[src/rtl/ctrl_pkg.sv]
// Shared encodings for the multi-cycle RV32I controller: FSM states, opcodes,
// ALU operation classes and datapath mux selects.
package ctrl_pkg;

    typedef enum logic [3:0] {
        FETCH    = 4'd0,
        DECODE   = 4'd1,
        MEMADR   = 4'd2,
        MEMRD    = 4'd3,
        MEMWB    = 4'd4,
        MEMWR    = 4'd5,
        EXECR    = 4'd6,
        EXECI    = 4'd7,
        UPPER    = 4'd8,
        ALUWB    = 4'd9,
        BEQ      = 4'd10,
        JALR_ADR = 4'd11,
        JAL      = 4'd12,
        TRAP     = 4'd13
    } state_e;

    localparam logic [6:0] OP_LOAD  = 7'b0000011;
    localparam logic [6:0] OP_STORE = 7'b0100011;
    localparam logic [6:0] OP_R     = 7'b0110011;
    localparam logic [6:0] OP_I     = 7'b0010011;
    localparam logic [6:0] OP_BEQ   = 7'b1100011;
    localparam logic [6:0] OP_JAL   = 7'b1101111;
    localparam logic [6:0] OP_JALR  = 7'b1100111;
    localparam logic [6:0] OP_LUI   = 7'b0110111;
    localparam logic [6:0] OP_AUIPC = 7'b0010111;

    localparam logic [2:0] ALU_ADD = 3'b000;
    localparam logic [2:0] ALU_SUB = 3'b001;
    localparam logic [2:0] ALU_RFN = 3'b010;
    localparam logic [2:0] ALU_IFN = 3'b011;

    localparam logic [1:0] SRCA_PC    = 2'b00;
    localparam logic [1:0] SRCA_OLDPC = 2'b01;
    localparam logic [1:0] SRCA_RS1   = 2'b10;
    localparam logic [1:0] SRCA_ZERO  = 2'b11;

    localparam logic [1:0] SRCB_RS2  = 2'b00;
    localparam logic [1:0] SRCB_IMM  = 2'b01;
    localparam logic [1:0] SRCB_FOUR = 2'b10;

    localparam logic [1:0] RES_ALUOUT = 2'b00;
    localparam logic [1:0] RES_MEM    = 2'b01;
    localparam logic [1:0] RES_ALU    = 2'b10;

    function automatic logic is_wait_state(input state_e s);
        return (s == FETCH) || (s == MEMRD) || (s == MEMWR);
    endfunction

endpackage

[src/rtl/mem_wait_timer.sv]
// Counts stalled cycles of a memory request; expire_o flags the cycle on which
// the count has reached WAIT_LIMIT (never when WAIT_LIMIT is 0).
module mem_wait_timer #(
    parameter int WAIT_LIMIT = 15
) (
    input  logic clk,
    input  logic rst,
    input  logic clear_i,
    input  logic inc_i,
    output logic expire_o
);
    localparam int CW = (WAIT_LIMIT < 1) ? 1 : $clog2(WAIT_LIMIT + 1);

    logic [CW-1:0] cnt_q;
    logic [CW-1:0] cnt_d;

    // Saturate so a disabled limit can never wrap back onto a stale match.
    always_comb begin
        cnt_d = cnt_q;
        if (clear_i) begin
            cnt_d = '0;
        end else if (inc_i && (cnt_q != {CW{1'b1}})) begin
            cnt_d = cnt_q + CW'(1);
        end else begin
            cnt_d = cnt_q;
        end
    end

    always_ff @(posedge clk or posedge rst) begin
        if (rst) begin
            cnt_q <= '0;
        end else begin
            cnt_q <= cnt_d;
        end
    end

    assign expire_o = (WAIT_LIMIT != 0) && (cnt_q == CW'(WAIT_LIMIT));

endmodule

[src/rtl/multicycle_control.sv]
// Multi-cycle RV32I main controller: Moore state decode with mem_ready qualifying
// the fetch strobes, sticky illegal/timeout traps and a retired-instruction count.
module multicycle_control
    import ctrl_pkg::*;
#(
    parameter int ALU_OP_W   = 3,
    parameter int WAIT_LIMIT = 15,
    parameter int CNT_W      = 32
) (
    input  logic                clk,
    input  logic                rst,
    input  logic [6:0]          opcode,
    input  logic                mem_ready,
    output logic                mem_req,
    output logic                mem_we,
    output logic                adr_src,
    output logic                ir_write,
    output logic                pc_write,
    output logic                pc_write_cond,
    output logic                reg_write,
    output logic [1:0]          alu_src_a,
    output logic [1:0]          alu_src_b,
    output logic [1:0]          result_src,
    output logic [ALU_OP_W-1:0] alu_op,
    output logic                illegal,
    output logic                timeout,
    output logic [CNT_W-1:0]    retired,
    output logic [3:0]          state_o
);
    state_e           state_q, state_d;
    logic             illegal_q, illegal_d;
    logic             timeout_q, timeout_d;
    logic [CNT_W-1:0] retired_q, retired_d;
    logic             waiting_s, expire_s, wait_trap_s;
    logic [2:0]       alu_op_s;

    assign waiting_s   = is_wait_state(state_q);
    assign wait_trap_s = waiting_s && expire_s && !mem_ready;

    // Any state change clears the timer, which covers entry to every wait state.
    mem_wait_timer #(.WAIT_LIMIT(WAIT_LIMIT)) u_timer (
        .clk      (clk),
        .rst      (rst),
        .clear_i  (state_d != state_q),
        .inc_i    (waiting_s && !mem_ready),
        .expire_o (expire_s)
    );

    always_comb begin
        state_d   = state_q;
        illegal_d = illegal_q;
        timeout_d = timeout_q;
        case (state_q)
            FETCH, MEMRD, MEMWR: begin
                if (wait_trap_s) begin
                    state_d   = TRAP;
                    timeout_d = 1'b1;
                end else if (mem_ready) begin
                    state_d = (state_q == FETCH) ? DECODE :
                              (state_q == MEMRD) ? MEMWB  : FETCH;
                end else begin
                    state_d = state_q;
                end
            end
            DECODE: begin
                case (opcode)
                    OP_LOAD, OP_STORE: state_d = MEMADR;
                    OP_R:              state_d = EXECR;
                    OP_I:              state_d = EXECI;
                    OP_BEQ:            state_d = BEQ;
                    OP_JAL:            state_d = JAL;
                    OP_JALR:           state_d = JALR_ADR;
                    OP_LUI, OP_AUIPC:  state_d = UPPER;
                    default: begin
                        state_d   = TRAP;
                        illegal_d = 1'b1;
                    end
                endcase
            end
            MEMADR:              state_d = (opcode == OP_STORE) ? MEMWR : MEMRD;
            MEMWB, ALUWB, BEQ:   state_d = FETCH;
            EXECR, EXECI, UPPER: state_d = ALUWB;
            JALR_ADR:            state_d = JAL;
            JAL:                 state_d = ALUWB;
            TRAP:                state_d = TRAP;
            default:             state_d = TRAP;
        endcase
        if ((state_d == FETCH) && (state_q != FETCH)) begin
            retired_d = retired_q + CNT_W'(1);
        end else begin
            retired_d = retired_q;
        end
    end

    always_ff @(posedge clk or posedge rst) begin
        if (rst) begin
            state_q   <= FETCH;
            illegal_q <= 1'b0;
            timeout_q <= 1'b0;
            retired_q <= '0;
        end else begin
            state_q   <= state_d;
            illegal_q <= illegal_d;
            timeout_q <= timeout_d;
            retired_q <= retired_d;
        end
    end

    // All-zero defaults select PC / rs2 / ALUOut / add.
    always_comb begin
        mem_req       = 1'b0;
        mem_we        = 1'b0;
        adr_src       = 1'b0;
        ir_write      = 1'b0;
        pc_write      = 1'b0;
        pc_write_cond = 1'b0;
        reg_write     = 1'b0;
        alu_src_a     = SRCA_PC;
        alu_src_b     = SRCB_RS2;
        result_src    = RES_ALUOUT;
        alu_op_s      = ALU_ADD;
        case (state_q)
            FETCH: begin
                mem_req    = 1'b1;
                alu_src_b  = SRCB_FOUR;
                result_src = RES_ALU;
                ir_write   = mem_ready;
                pc_write   = mem_ready;
            end
            DECODE: begin
                alu_src_a = SRCA_OLDPC;
                alu_src_b = SRCB_IMM;
            end
            MEMADR, JALR_ADR: begin
                alu_src_a = SRCA_RS1;
                alu_src_b = SRCB_IMM;
            end
            MEMRD: begin
                mem_req = 1'b1;
                adr_src = 1'b1;
            end
            MEMWB: begin
                result_src = RES_MEM;
                reg_write  = 1'b1;
            end
            MEMWR: begin
                mem_req = 1'b1;
                mem_we  = 1'b1;
                adr_src = 1'b1;
            end
            EXECR: begin
                alu_src_a = SRCA_RS1;
                alu_op_s  = ALU_RFN;
            end
            EXECI: begin
                alu_src_a = SRCA_RS1;
                alu_src_b = SRCB_IMM;
                alu_op_s  = ALU_IFN;
            end
            UPPER: begin
                alu_src_a = opcode[5] ? SRCA_ZERO : SRCA_OLDPC;
                alu_src_b = SRCB_IMM;
            end
            ALUWB: begin
                reg_write = 1'b1;
            end
            BEQ: begin
                alu_src_a     = SRCA_RS1;
                alu_op_s      = ALU_SUB;
                pc_write_cond = 1'b1;
            end
            JAL: begin
                alu_src_a = SRCA_OLDPC;
                alu_src_b = SRCB_FOUR;
                pc_write  = 1'b1;
            end
            TRAP:    mem_req = 1'b0;
            default: mem_req = 1'b0;
        endcase
    end

    assign alu_op  = ALU_OP_W'(alu_op_s);
    assign illegal = illegal_q;
    assign timeout = timeout_q;
    assign retired = retired_q;
    assign state_o = state_q;

endmodule

[config.mk]
export PLATFORM = sky130hd
export DESIGN_NAME = multicycle_control
export DESIGN_NICKNAME = d
export VERILOG_FILES = /design/src/rtl/ctrl_pkg.sv /design/src/rtl/mem_wait_timer.sv /design/src/rtl/multicycle_control.sv
export SDC_FILE = /design/constraint.sdc
export NUM_CORES = 1
export LEC_CHECK = 0
export BUFFER_PORTS_ARGS = -buffer_cell sky130_fd_sc_hd__buf_2
export CORE_ASPECT_RATIO = 2
export CORE_UTILIZATION = 55
export DETAILED_ROUTE_END_ITERATION = 8
export GPL_TIMING_DRIVEN = 0
export HOLD_SLACK_MARGIN = 0.12
export MAX_ROUTING_LAYER = met4
export PLACE_DENSITY = 0.82
export SLEW_MARGIN = 40
export SYNTH_ARGS = -nofsm -noshare
export SYNTH_HDL_FRONTEND = slang
export SYNTH_SLANG_ARGS = --single-unit
[constraint.sdc]
create_clock -name clk -period 3.5 [get_ports clk]
set_input_delay 0.35 -clock clk [delete_from_list [all_inputs] [get_ports clk]]
set_output_delay 0.35 -clock clk [all_outputs]
set_load 0.05 [all_outputs]
# Word level (Yosys, flattened, before mapping)
# Index checks and enable logic that the tools add are counted.
# word_totals
ff_bits,42
out_inout_bits,54
word_cells,79
# op_classes
n_addsub,2
eq_ne,24
mux,21
bitwise,1
n_reduce_logical,26
# op_table
cell,count
$add 32x1->32 const B,1
$pmux 4 s7,1
$eq 4x4->1 const B,6
$pmux 4 s6,1
$eq 7x6->1 const B,3
$eq 7x7->1 const B,3
$eq 4x3->1 const B,4
$mux 4,4
$eq 7x5->1 const B,2
$pmux 2 s3,2
$reduce_or 2->1,6
$reduce_or 5->1,2
$mux 3,3
$reduce_or 9->1,1
$eq 4x2->1 const B,2
$logic_not 4->1,2
$pmux 2 s2,2
$eq 7x2->1 const B,1
$mux 1,6
$reduce_or 3->1,2
$logic_and 1x1->1,5
$add 4x1->4 const B,1
$eq 4x1->1 const B,1
$ne 4x4->1,1
other kinds (10),12

# Depth between registers and ports, before layout
# Gate-level depths: netlist (run 1).
# logic_depth
depth_word,9
ltp_mapped,10
depth_no_buf,8

# Hierarchy
# A second synthesis (run 1) with hierarchy kept.
# unflattened
hier_cells,273
area_unflattened_um2,2626.3
# by_module_without_submodules
module,n_inst,cells_per_inst,area_per_inst_um2
multicycle_control,1,252,2393.5
mem_wait_timer,1,21,232.7

# Worst setup path before layout (run 1)
# OpenSTA, ideal clock, no wires.
# synth_path
path_type,register to register
from,"register state_q[1], in the netlist state_o[1]"
to,register u_timer.cnt_q[2]
setup_time_ps,95
arrival_ps,3386
required_time_ps,3405
setup_slack_ps,19
path_stages_with_launch,8
period_less_slack_ps,3481
cell_sequence,dfrtp_1 > buf_6 > nor4_1 > and2_1 > or4b_4 > xnor2_2 > nand2_2 > nor4b_2
# synth_between
elab_chain_len,9
# synth_rtl
item,line,rtl
"start, declared",multicycle_control.sv:30,"state_e state_q, state_d;"
"start signal, assigned",multicycle_control.sv:102,state_q <= state_d;
$eq 4x2->1 or $logic_not 4->1 (tied branches),"ctrl_pkg.sv:51, multicycle_control.sv:53, multicycle_control.sv:59",
$logic_or 1x1->1 (2 in a row),ctrl_pkg.sv:51,return (s == FETCH) || (s == MEMRD) || (s == MEMWR);
$logic_and 1x1->1 (2 in a row),multicycle_control.sv:38,assign wait_trap_s = waiting_s && expire_s && !mem_ready;
$mux 4,multicycle_control.sv:55,if (wait_trap_s) begin
$pmux 4 s6 *,multicycle_control.sv:53,case (state_q)
named net state_d[0],multicycle_control.sv:30,
$ne 4x4->1 *,multicycle_control.sv:44,".clear_i (state_d != state_q),"
$mux 4 or $reduce_bool 2->1 (tied branches),n/a,
"end signal, assigned",mem_wait_timer.sv:33,cnt_q <= cnt_d;
"end, declared",mem_wait_timer.sv:14,logic [CW-1:0] cnt_q;
# The timed path passes the listed nets; every way through them passes the cells marked *.
# A chain may end at the register's enable or synchronous reset.

# Worst setup path after layout (run 1)
# layout_path
from,"register state_q[0], in the netlist state_o[0]"
to,output port mem_req
# layout_between
elab_chain_len,3
# layout_rtl
item,line,rtl
"$eq 4x3->1, or another cell as far along",multicycle_control.sv:122,case (state_q)
$reduce_or 3->1 (no source line) *,n/a,
$mux 1 *,multicycle_control.sv:122,
"end, declared",multicycle_control.sv:14,"output logic mem_req,"
# Every way passes the cells marked *; elsewhere a longest branch is shown, timed or not.

==> parameters.txt, run 1 <==
Parameter                              Value

Outcome
  Outcome    completed

Clock network
  # Post-CTS Setup Buffers    0
  Clock slew at the register clock pins of the worst setup and hold paths    0.08 ns
  CTS tree    built
  Number of buffers created by CTS    5
  Clock network latency to the later pin of the worst-skew pair    0.29 ns
  Number of sinks handled by clock tree synthesis    42
  H-tree lvl count    2
  Maximum buffer depth of the clock tree    2
  Clk root buf    clkbuf_8

Yosys
  Syn Nets    277
  Total number of yosys warnings    0
  Arithmetic-cell share of the synthesized area counting full adders, half adders and majority gates    1.36%
  Combinational family with the most area after synthesis    simple AND/OR/NAND/NOR gates
  Most common flop cell mapped by yosys    dfrtp_1
  Fraction of the mapped netlist area in simple logic gates    29.8%
  Number of enable flip-flop cells after synthesis    0
  Area share of the leading cell type in the synthesized netlist    40.7%
  Sequential area share after synthesis    40.7%
  Fraction of the mapped netlist area in compound gates    9.94%
  Post-synthesis cell area    2580 sq um
  Share of cell area taken by muxes after synthesis    1.21%
  Leading cell types by total area after synthesis    dfrtp_1 41%, xnor2_1 11%, nand2_1 4.1%
  Synthesized area per cell    9.74 sq um
  Xor and xnor fraction of the mapped netlist area    12.8%
  Cell count after synthesis    265
  Fraction of registers with async set or reset after synthesis    100%
  Cell accounting for the most synthesized area    dfrtp_1
  Number of synthesized register bits    42
  Library cells used by synthesis    64

Worst setup path
  Worst path depth    6
  Startpoint type of the worst setup path    flop
  Slowest cell delay on critical path    0.41 ns
  Required time of the critical path    3.15 ns
  Library cell contributing the largest single delay on the critical path    buf_1
  Data arrival time of the critical path    2.32 ns
  Cells along the critical path    buf_2, buf_2, buf_1, nor3b_1, or2_2, buf_2
  CP most frequent cell    buf_2
  Logic depth of the worst register-to-register path    8
  Largest fanout of any net on the critical path    10
  Family with the most delay on the worst path    buffers and inverters
  Kind of end point of the critical path    primary output
  Number of buffers and inverters on the critical path    4
  Critical path start-end classification    flop to primary output
  R2R Setup Slk    1.13 ns

Route
  DRC violations left    0
  Vias post-DR    2,243
  Number of nets with antenna violations after detailed routing    0
  Initial DRC count    41
  Routed wire length    5950 um
  Via count normalized by instance count    5.75
  Wire length per cell after detailed routing    15.2 um
  Number of detailed-routing iterations run before antenna repair    6

Timing
  Final hold vios    0
  Max-slew violation total from the final report    0
  Highest clock frequency the design can meet    0.374 GHz
  Worst slew slack as a fraction of its limit    66.9%
  Unrepaired setup endpoints after global routing    no
  Worst Max-Slew Pin Slew    0.494 ns
  Setup Skew    0.00669 ns
  Final critical-path share of the clock period    76.4%
  Final number of setup-violating endpoints    0
  Setup_tns    0 ns
  Shortest period the worst path allows    2.67 ns

GRT
  Largest net degree at the start of global routing    43
  GRT Residual Overflow    0
  Overall track demand over capacity in global routing    26.8%
  Via count of the first global-routing pass    2,177
  Wire length of the first global-routing pass    9940 um
  Initial antenna violation count    0

Placed design
  Final GP Congestion    0.971
  Port Buffer Count    62
  Post-detail-place hpwl    4570 um
  Cell count after placement    381

Pwr
  Peak supply drop    0.000504 V
  PD cells    717 nW/um^2
  Leakage    0.00149 uW

Die
  Full die area    4990 sq um
  Initial Utilization    58.3%
  Ports    64
  Number of placement rows    34
  Core ar.    4420 sq um
  Die X    50.4 um
  Die Height    98.9 um

Final layout
  Fraction of layout cells with a size suffix above 1    30.1%
  Diodes inserted    0
  Final cell count without fillers    390
  Syn-to-layout area delta    19.3%
  Net count of the finished layout    347

Hold path
  Hold path depth    1
  Min-Delay Path Class    flop to flop

Run
  Reported max-cap violation count    0
[synth_stat cells, types with 3 or more instances]
library cell,count
dfrtp_1,42
xnor2_1,32
nand2_1,28
nand3_1,15
nor2_1,12
and3_1,10
nand4_1,10
o21ai_0,7
a21oi_1,6
nand2b_1,6
and4_1,5
buf_2,5
buf_4,5
and2_1,4
nor2b_1,4
nor3b_1,4
xor2_1,4
inv_1,3
nor3_1,3
o22ai_1,3
[worst paths after layout]
path / start / to
min reg2reg: retired[31] / retired[31]
min: retired[31] / retired[31]
max in group asynchronous: rst / retired[3]
max reg2reg: u_timer.cnt_q[0] / retired[18]
min in group asynchronous: rst / retired[28]
max: state_o[0] / mem_req
[worst register-to-register path: stages (launching register included)]
cell,delay (ns)
dfrtp_1,0.41
ha_1,0.24
and4b_1,0.24
a211o_1,0.30
o211ai_1,0.10
nand3_2,0.18
nor3_4,0.44
nand4_1,0.19
xnor2_1,0.16
[logic make-up (layout without fill, tap and decap cells)]
family                   Yosys count  after routing
adder cells (fa/ha/maj)            3              3
AO/OA/AOI/OAI                     35             35
flip-flops                        42             42
other                              1              1
AND/OR/NAND/NOR                  126            126
multiplexers                       3              3
buffers and inverters             18             89
XOR/XNOR                          37             37
[area by class of cell]
cell class,count,area [sq um]
multi-input combinational,205,1430
fill,383,1340
sequential,42,1050
timing repair buffer,63,320
buffer,14,85.1
clock buffer,5,68.8
tap,54,67.6
clock inverter,3,40.0
inverter,4,20.0
[state kept, by name (all words and copies together), names as in the netlist]
signal         count
illegal            1
timeout            1
state_o            4
u_timer.cnt_q      4
retired           32
[placed cells by master, fill, tap and decap left out, drive strengths merged, types with 5 or more instances in the layout]
| cell | Yosys | final |
|---|---|---|
| buf | 12 | 74 |
| dfrtp | 42 | 42 |
| xnor2 | 33 | 33 |
| nand2 | 29 | 29 |
| nand3 | 17 | 17 |
| nor2 | 13 | 13 |
| and3 | 10 | 10 |
| nand4 | 10 | 10 |
| o21ai | 7 | 7 |
| clkbuf | 2 | 7 |
| nand2b | 6 | 6 |
| a21oi | 6 | 6 |
| and4 | 5 | 5 |
| nor3 | 5 | 5 |
[stage by stage]
step | area [sq um] | hold WS (ns) | total power, uW | util (%) | setup slack (ns)
final | 3080 | 0.470 | 2210 | 69.6 | 0.826
after global routing | 3080 | 0.495 | 2330 | 69.6 | 0.691
after CTS | 3080 | 0.475 | 2220 | 69.6 | 0.798
after detailed placement | 2960 | 0.427 | 1850 | 66.9 | 1.07
after global placement | 2960 | 0.455 | 1820 | 66.9 | 1.12
after floorplan | 2580 | 0.588 | 1590 | - | 0.0190
[power breakdown]
| part | total [uW] | internal, uW | switching (uW) |
|---|---|---|---|
| Sequential | 589 | 533 | 56.0 |
| Combinational | 1250 | 372 | 878 |
| Clock | 370 | 210 | 160 |
| Total | 2210 | 1110 | 1090 |
[routing by layer]
metal / global-route usage, % / vias to the layer above / part of all wire [%]
met2: 47.3 / 72 / 55
met5: - / - / 0
met4: 16.0 / 0 / 4.9
met3: 3.09 / 20 / 2.9
met1: 27.3 / 1076 / 37
li1: - / 1075 / -
[repair_timing]
item	CTS	global route
endpoints found under the hold margin	42	0
hold buffers	1	0
resized for setup	0	0
No activity file was read; power rests on OpenSTA's default activity.
==> run 2: changes to the inputs <==
- CORE_UTILIZATION: 55 -> 53
- PLACE_DENSITY: 0.82 -> 0.79
- clock period: 3.5 -> 2.6 ns (I/O delays scaled with it)
==> parameters.txt, run 2 (same netlist as run 1, synthesis figures left out) <==
Parameter                              Value

Outcome
  Outcome    completed

Timing
  Shortest period the worst path allows    2.41 ns
  Setup Skew    0.00809 ns (+0.00140 ns)
  Max-slew violation total from the final report    0 (unchanged)
  Final number of setup-violating endpoints    0 (unchanged)
  Worst slew slack as a fraction of its limit    66.6% (-0.29 points)
  Unrepaired setup endpoints after global routing    no
  Final critical-path share of the clock period    92.7%
  Highest clock frequency the design can meet    0.415 GHz
  Worst Max-Slew Pin Slew    0.501 ns (+0.00645 ns)
  Final hold vios    0 (unchanged)
  Setup_tns    0 ns (unchanged)

Worst setup path
  Critical path start-end classification    flop to primary output
  Family with the most delay on the worst path    buffers and inverters
  Slowest cell delay on critical path    0.40 ns (about the same)
  End of the worst register-to-register path    retired[21]
  FF-to-FF Start    state_o[2]
  CP most frequent cell    buf_2
  Cells along the critical path    buf_2, buf_2, clkbuf_2, nand2_1, o21a_1, nor2_1, buf_2
  Worst path depth    7 (+1)
  Largest fanout of any net on the critical path    10 (unchanged)
  R2R Setup Slk    0.20 ns (-0.93 ns)
  Library cell contributing the largest single delay on the critical path    dfrtp_2
  Data arrival time of the critical path    2.15 ns (-0.17 ns)
  Logic depth of the worst register-to-register path    8 (unchanged)
  Startpoint type of the worst setup path    flop
  Kind of end point of the critical path    primary output
  Required time of the critical path    2.34 ns (-0.81 ns)
  Number of buffers and inverters on the critical path    4 (unchanged)

GRT
  Via count of the first global-routing pass    2,165 (-0.55%)
  Wire length of the first global-routing pass    9890 um (-0.48%)
  GRT Residual Overflow    0 (unchanged)
  Overall track demand over capacity in global routing    25.9% (-0.92 points)
  Initial antenna violation count    0 (unchanged)
  Largest net degree at the start of global routing    43 (unchanged)

Route
  Number of nets with antenna violations after detailed routing    0 (unchanged)
  Number of detailed-routing iterations run before antenna repair    4 (-2)
  DRC violations left    0 (unchanged)
  Wire length per cell after detailed routing    15.5 um (+1.6%)
  Vias post-DR    2,258 (+0.67%)
  Routed wire length    6060 um (+1.8%)
  Initial DRC count    38 (-7.3%)
  Via count normalized by instance count    5.77 (+0.41%)

Clock network
  Maximum buffer depth of the clock tree    2 (unchanged)
  Clock network latency to the later pin of the worst-skew pair    0.29 ns (about the same)
  Clk root buf    clkbuf_8
  H-tree lvl count    2 (unchanged)
  Number of sinks handled by clock tree synthesis    42 (unchanged)
  CTS tree    built
  Number of buffers created by CTS    5 (unchanged)
  Clock slew at the register clock pins of the worst setup and hold paths    0.08 ns (about the same)
  # Post-CTS Setup Buffers    0 (unchanged)

Die
  Core ar.    4640 sq um (+4.9%)
  Initial Utilization    55.6% (-2.7 points)
  Ports    64 (unchanged)
  Die Height    101 um (+1.8%)
  Die X    51.3 um (+1.8%)
  Full die area    5170 sq um (+3.7%)
  Number of placement rows    35 (+2.9%)

Final layout
  Number of flip-flops in the largest register    32 (unchanged)
  Diodes inserted    0 (unchanged)
  Syn-to-layout area delta    20.6%
  Net count of the finished layout    347 (unchanged)
  Most frequent standard cell in the layout excluding fill and tap cells    buf_2
  Highest-count cells in the layout ignoring fill and taps    67 x buf_2, 41 x dfrtp_1, 32 x xnor2_1
  Utilization after layout    67.1% (-2.6 points)
  Fraction of layout cells with a size suffix above 1    31.0% (+0.89 points)

Pwr
  Peak supply drop    0.000821 V (+63%)
  Leakage    0.00149 uW (+0.38%)
  PD cells    970 nW/um^2 (+35%)

Hold path
  Hold path depth    1 (unchanged)
  Beginning of the worst hold path    timeout
  Min-Delay Path Class    flop to flop
  Capture endpoint of the worst hold path    timeout

Placed design
  Post-detail-place hpwl    4720 um (+3.4%)
  Port Buffer Count    62 (unchanged)
  Final GP Congestion    0.965 (-0.66%)

Run
  Reported max-cap violation count    0 (unchanged)
[run 2: area by class of cell]
cell class	count	area, sq um
Timing Repair Buffer	63	320
Clock buffer	7	76.3
Sequential cell	42	1050
Buffer	14	86.3
Inverter	4	20.0
Multi-Input combinational cell	205	1460
Fill cell	434	1530
Clock inverter	1	30.0
Tap cell	55	68.8
[run 2: per-layer routing]
layer,up-vias,global-route usage (%),routed length (um)
met4,0,13.5,269
met2,66,48.8,3420
met5,-,-,0
met1,1089,25.3,2210
li1,1082,-,-
met3,21,1.81,158
[run 2: timing repair]
action | in CTS | in global routing
hold buffers | 1 | 0
resized for setup | 0 | 1
setup endpoints to repair | 0 | 3
endpoints found under the hold margin | 42 | 0
[run 2: stage by stage]
stage          instances  hold slack (ns)  power, uW  setup WS (ns)  cell area [sq um]
6_report             391            0.470       3020          0.190               3110
4_1_cts              391            0.474       3030         0.0326               3110
2_1_floorplan        265            0.503       2170         0.0768               2610
3_5_place_dp         382            0.333       2530          0.192               3000
3_3_place_gp         382            0.457       2510          0.235               2990
5_1_grt              391            0.486       3170         0.0477               3110
[run 2: where the power goes]
part           total [uW]  internal (uW)  switching (uW)
clock                 501            287             213
combinational        1730            518            1210
sequential            793            719            74.1
[run 2: how the worst max path moves through the flow]
stage / from / end
after CTS: state_o[0] / alu_op[0]
after global placement: state_o[2] / retired[17]
after floorplan: state_o[1] / alu_src_b[0]
after detailed placement: state_o[2] / retired[21]
after global routing: state_o[3] / retired[18]
final: state_o[0] / alu_op[0]
==> run 3: changes to the inputs <==
- BUFFER_PORTS_ARGS: -buffer_cell sky130_fd_sc_hd__buf_2 -> not set
- CORE_ASPECT_RATIO: 2 -> 0.9
- CORE_UTILIZATION: 53 -> 55
- DONT_BUFFER_PORTS: not set -> 1
- PLACE_DENSITY: 0.79 -> 0.7
==> parameters.txt, run 3 (same netlist as run 1, synthesis figures left out) <==
Parameter                              Value

Outcome
  Outcome    completed

Hold path
  Min-Delay Path Class    primary input to flop
  Hold path depth    2 (+1)

Clock network
  Number of buffers created by CTS    5 (unchanged)
  Clock slew at the register clock pins of the worst setup and hold paths    0.07 ns (about the same)
  Number of sinks handled by clock tree synthesis    42 (unchanged)
  Maximum buffer depth of the clock tree    2 (unchanged)
  H-tree lvl count    2 (unchanged)
  Clock network latency to the later pin of the worst-skew pair    0.28 ns (about the same)
  CTS tree    built
  Clk root buf    clkbuf_8

Placed design
  Cell count after placement    327 (-14%)
  Final GP Congestion    0.872 (-9.6%)
  Port Buffer Count    0 (-100%)
  Post-detail-place hpwl    3830 um (-19%)

Final layout
  Highest-count cells in the layout ignoring fill and taps    34 x dfrtp_1, 31 x xnor2_1, 27 x nand2_1
  Syn-to-layout area delta    14.3%
  Utilization after layout    65.7% (-1.4 points)
  Diodes inserted    0 (unchanged)
  Most frequent standard cell in the layout excluding fill and tap cells    dfrtp_1
  Count of filler cells inserted in the layout    370 (-15%)
  Net count of the finished layout    289 (-17%)
  Fraction of layout cells with a size suffix above 1    23.6% (-7.4 points)
  Number of flip-flops in the largest register    32 (unchanged)
  Final cell count without fillers    338 (-14%)

Timing
  Final number of setup-violating endpoints    0 (unchanged)
  Max-slew violation total from the final report    0 (unchanged)
  Highest clock frequency the design can meet    0.397 GHz (-4.3%)
  Setup Skew    0.00449 ns (-0.00360 ns)
  Worst Max-Slew Pin Slew    0.870 ns (+0.369 ns)
  Final hold vios    0 (unchanged)
  Unrepaired setup endpoints after global routing    yes
  Final critical-path share of the clock period    96.8% (+4.1 points)
  Shortest period the worst path allows    2.52 ns (+0.108 ns)
  Worst slew slack as a fraction of its limit    41.8% (-25 points)

Route
  Routed wire length    5310 um (-12%)
  Wire length on met1    2670 um (+21%)
  Wire length per cell after detailed routing    15.7 um (+1.4%)
  DR top layer    met4
  DRC violations left    0 (unchanged)
  Vias post-DR    2,007 (-11%)
  Met2 wire length    2300 um (-33%)
  Number of detailed-routing iterations run before antenna repair    4 (unchanged)
  Number of nets with antenna violations after detailed routing    0 (unchanged)
  Via count normalized by instance count    5.94 (+2.8%)
  Total length of routed met3 wires    321 um (+100%)
  Initial DRC count    140 (+270%)

Pwr
  Design Power    2940 uW (-2.7%)
  Leakage    0.00121 uW (-19%)
  Peak supply drop    0.000688 V (-16%)
  PD cells    996 nW/um^2 (+2.7%)

Die
  Die Height    67.0 um (-33%)
  Die X    74.2 um (+45%)
  Initial Utilization    57.5% (+1.9 points)
  Number of placement rows    23 (-34%)
  Full die area    4970 sq um (-3.8%)
  Ports    64 (unchanged)
  Core ar.    4490 sq um (-3.3%)

Run
  Reported max-cap violation count    0 (unchanged)

Worst setup path
  Startpoint type of the worst setup path    flop
  Kind of end point of the critical path    flop
  Data arrival time of the critical path    2.71 ns (+0.56 ns)
  Critical path start-end classification    flop to flop
  Logic depth of the worst register-to-register path    9 (+1)
  Slowest cell delay on critical path    0.59 ns (+0.19 ns)
  Required time of the critical path    2.79 ns (+0.45 ns)
  Cells along the critical path    buf_6, nor4_4, buf_4, clkbuf_1, and2_1, or4b_4, xnor2_2, nand2_2, nor4b_2
  Largest fanout of any net on the critical path    10 (unchanged)
  Library cell contributing the largest single delay on the critical path    dfrtp_2

GRT
  GRT Residual Overflow    0 (unchanged)
  Largest net degree at the start of global routing    43 (unchanged)
  Overall track demand over capacity in global routing    22.7% (-3.2 points)
  Initial antenna violation count    0 (unchanged)
  Via count of the first global-routing pass    1,812 (-16%)
  Wire length of the first global-routing pass    8420 um (-15%)
## run 3: cell count changes in the layout (fill, tap and decap cells not counted), sizes merged
cell    previous run  this run
buf               73        14
bufinv             1         0
## run 3: worst max-delay path, delay by kind of cell, from the launching register on
kind                   cells  cell delay, ns
AND/OR/NAND/NOR            5            1.14
XOR/XNOR                   1            0.15
flip-flops                 1            0.59
buffers and inverters      3            0.54
## run 3: stage by stage
step | hold slack (ns) | setup WS (ns) | area, sq um | setup TNS (ns)
3_3_place_gp | 0.609 | -0.128 | 2690 | -2.45
5_1_grt | 0.356 | -0.0485 | 2950 | -0.0751
2_1_floorplan | 0.503 | 0.0768 | 2610 | 0
4_1_cts | 0.317 | 0.0145 | 2870 | 0
6_report | 0.350 | 0.0822 | 2950 | 0
3_5_place_dp | 0.202 | -0.166 | 2720 | -3.25
## run 3: layout make-up
type / instances / area [sq um] / share of cell area (%)
Inverter: 4 / 20.0 / 0.679
Multi-Input combinational cell: 205 / 1540 / 52.1
Timing Repair Buffer: 5 / 61.3 / 2.08
Sequential cell: 42 / 1060 / 36.0
Clock buffer: 6 / 82.6 / 2.80
Buffer: 14 / 110 / 3.73
Tap cell: 62 / 77.6 / 2.63
## run 3: worst paths after layout
check / from / slack (ns) / endpoint
max in group asynchronous: rst / 1.74 / retired[14]
min in group asynchronous: rst / 0.49 / retired[28]
worst max-delay path: state_o[1] / 0.08 / u_timer.cnt_q[2]
worst min-delay path: opcode[4] / 0.35 / state_o[2]
worst min register to register: u_timer.cnt_q[0] / 0.65 / u_timer.cnt_q[0]
worst max register to register: state_o[1] / 0.08 / u_timer.cnt_q[2]
## run 3: power breakdown
group | switching (uW) | internal, uW | total (uW)
combinational | 1020 | 514 | 1530
clock | 194 | 205 | 399
sequential | 287 | 718 | 1010
## run 3: routing by layer
metal,up-vias,track usage (%)
met3,2,5.60
met2,62,31.1
met1,980,33.7
li1,963,-
met4,0,4.72
met5,-,-
## run 3: what timing repair did
item	CTS	global route
pin swaps	2	3
gates resized for setup	15	15
hold buffers	1	0
setup buffers	1	1
hold endpoints to repair	42	0
setup endpoints to repair	41	28
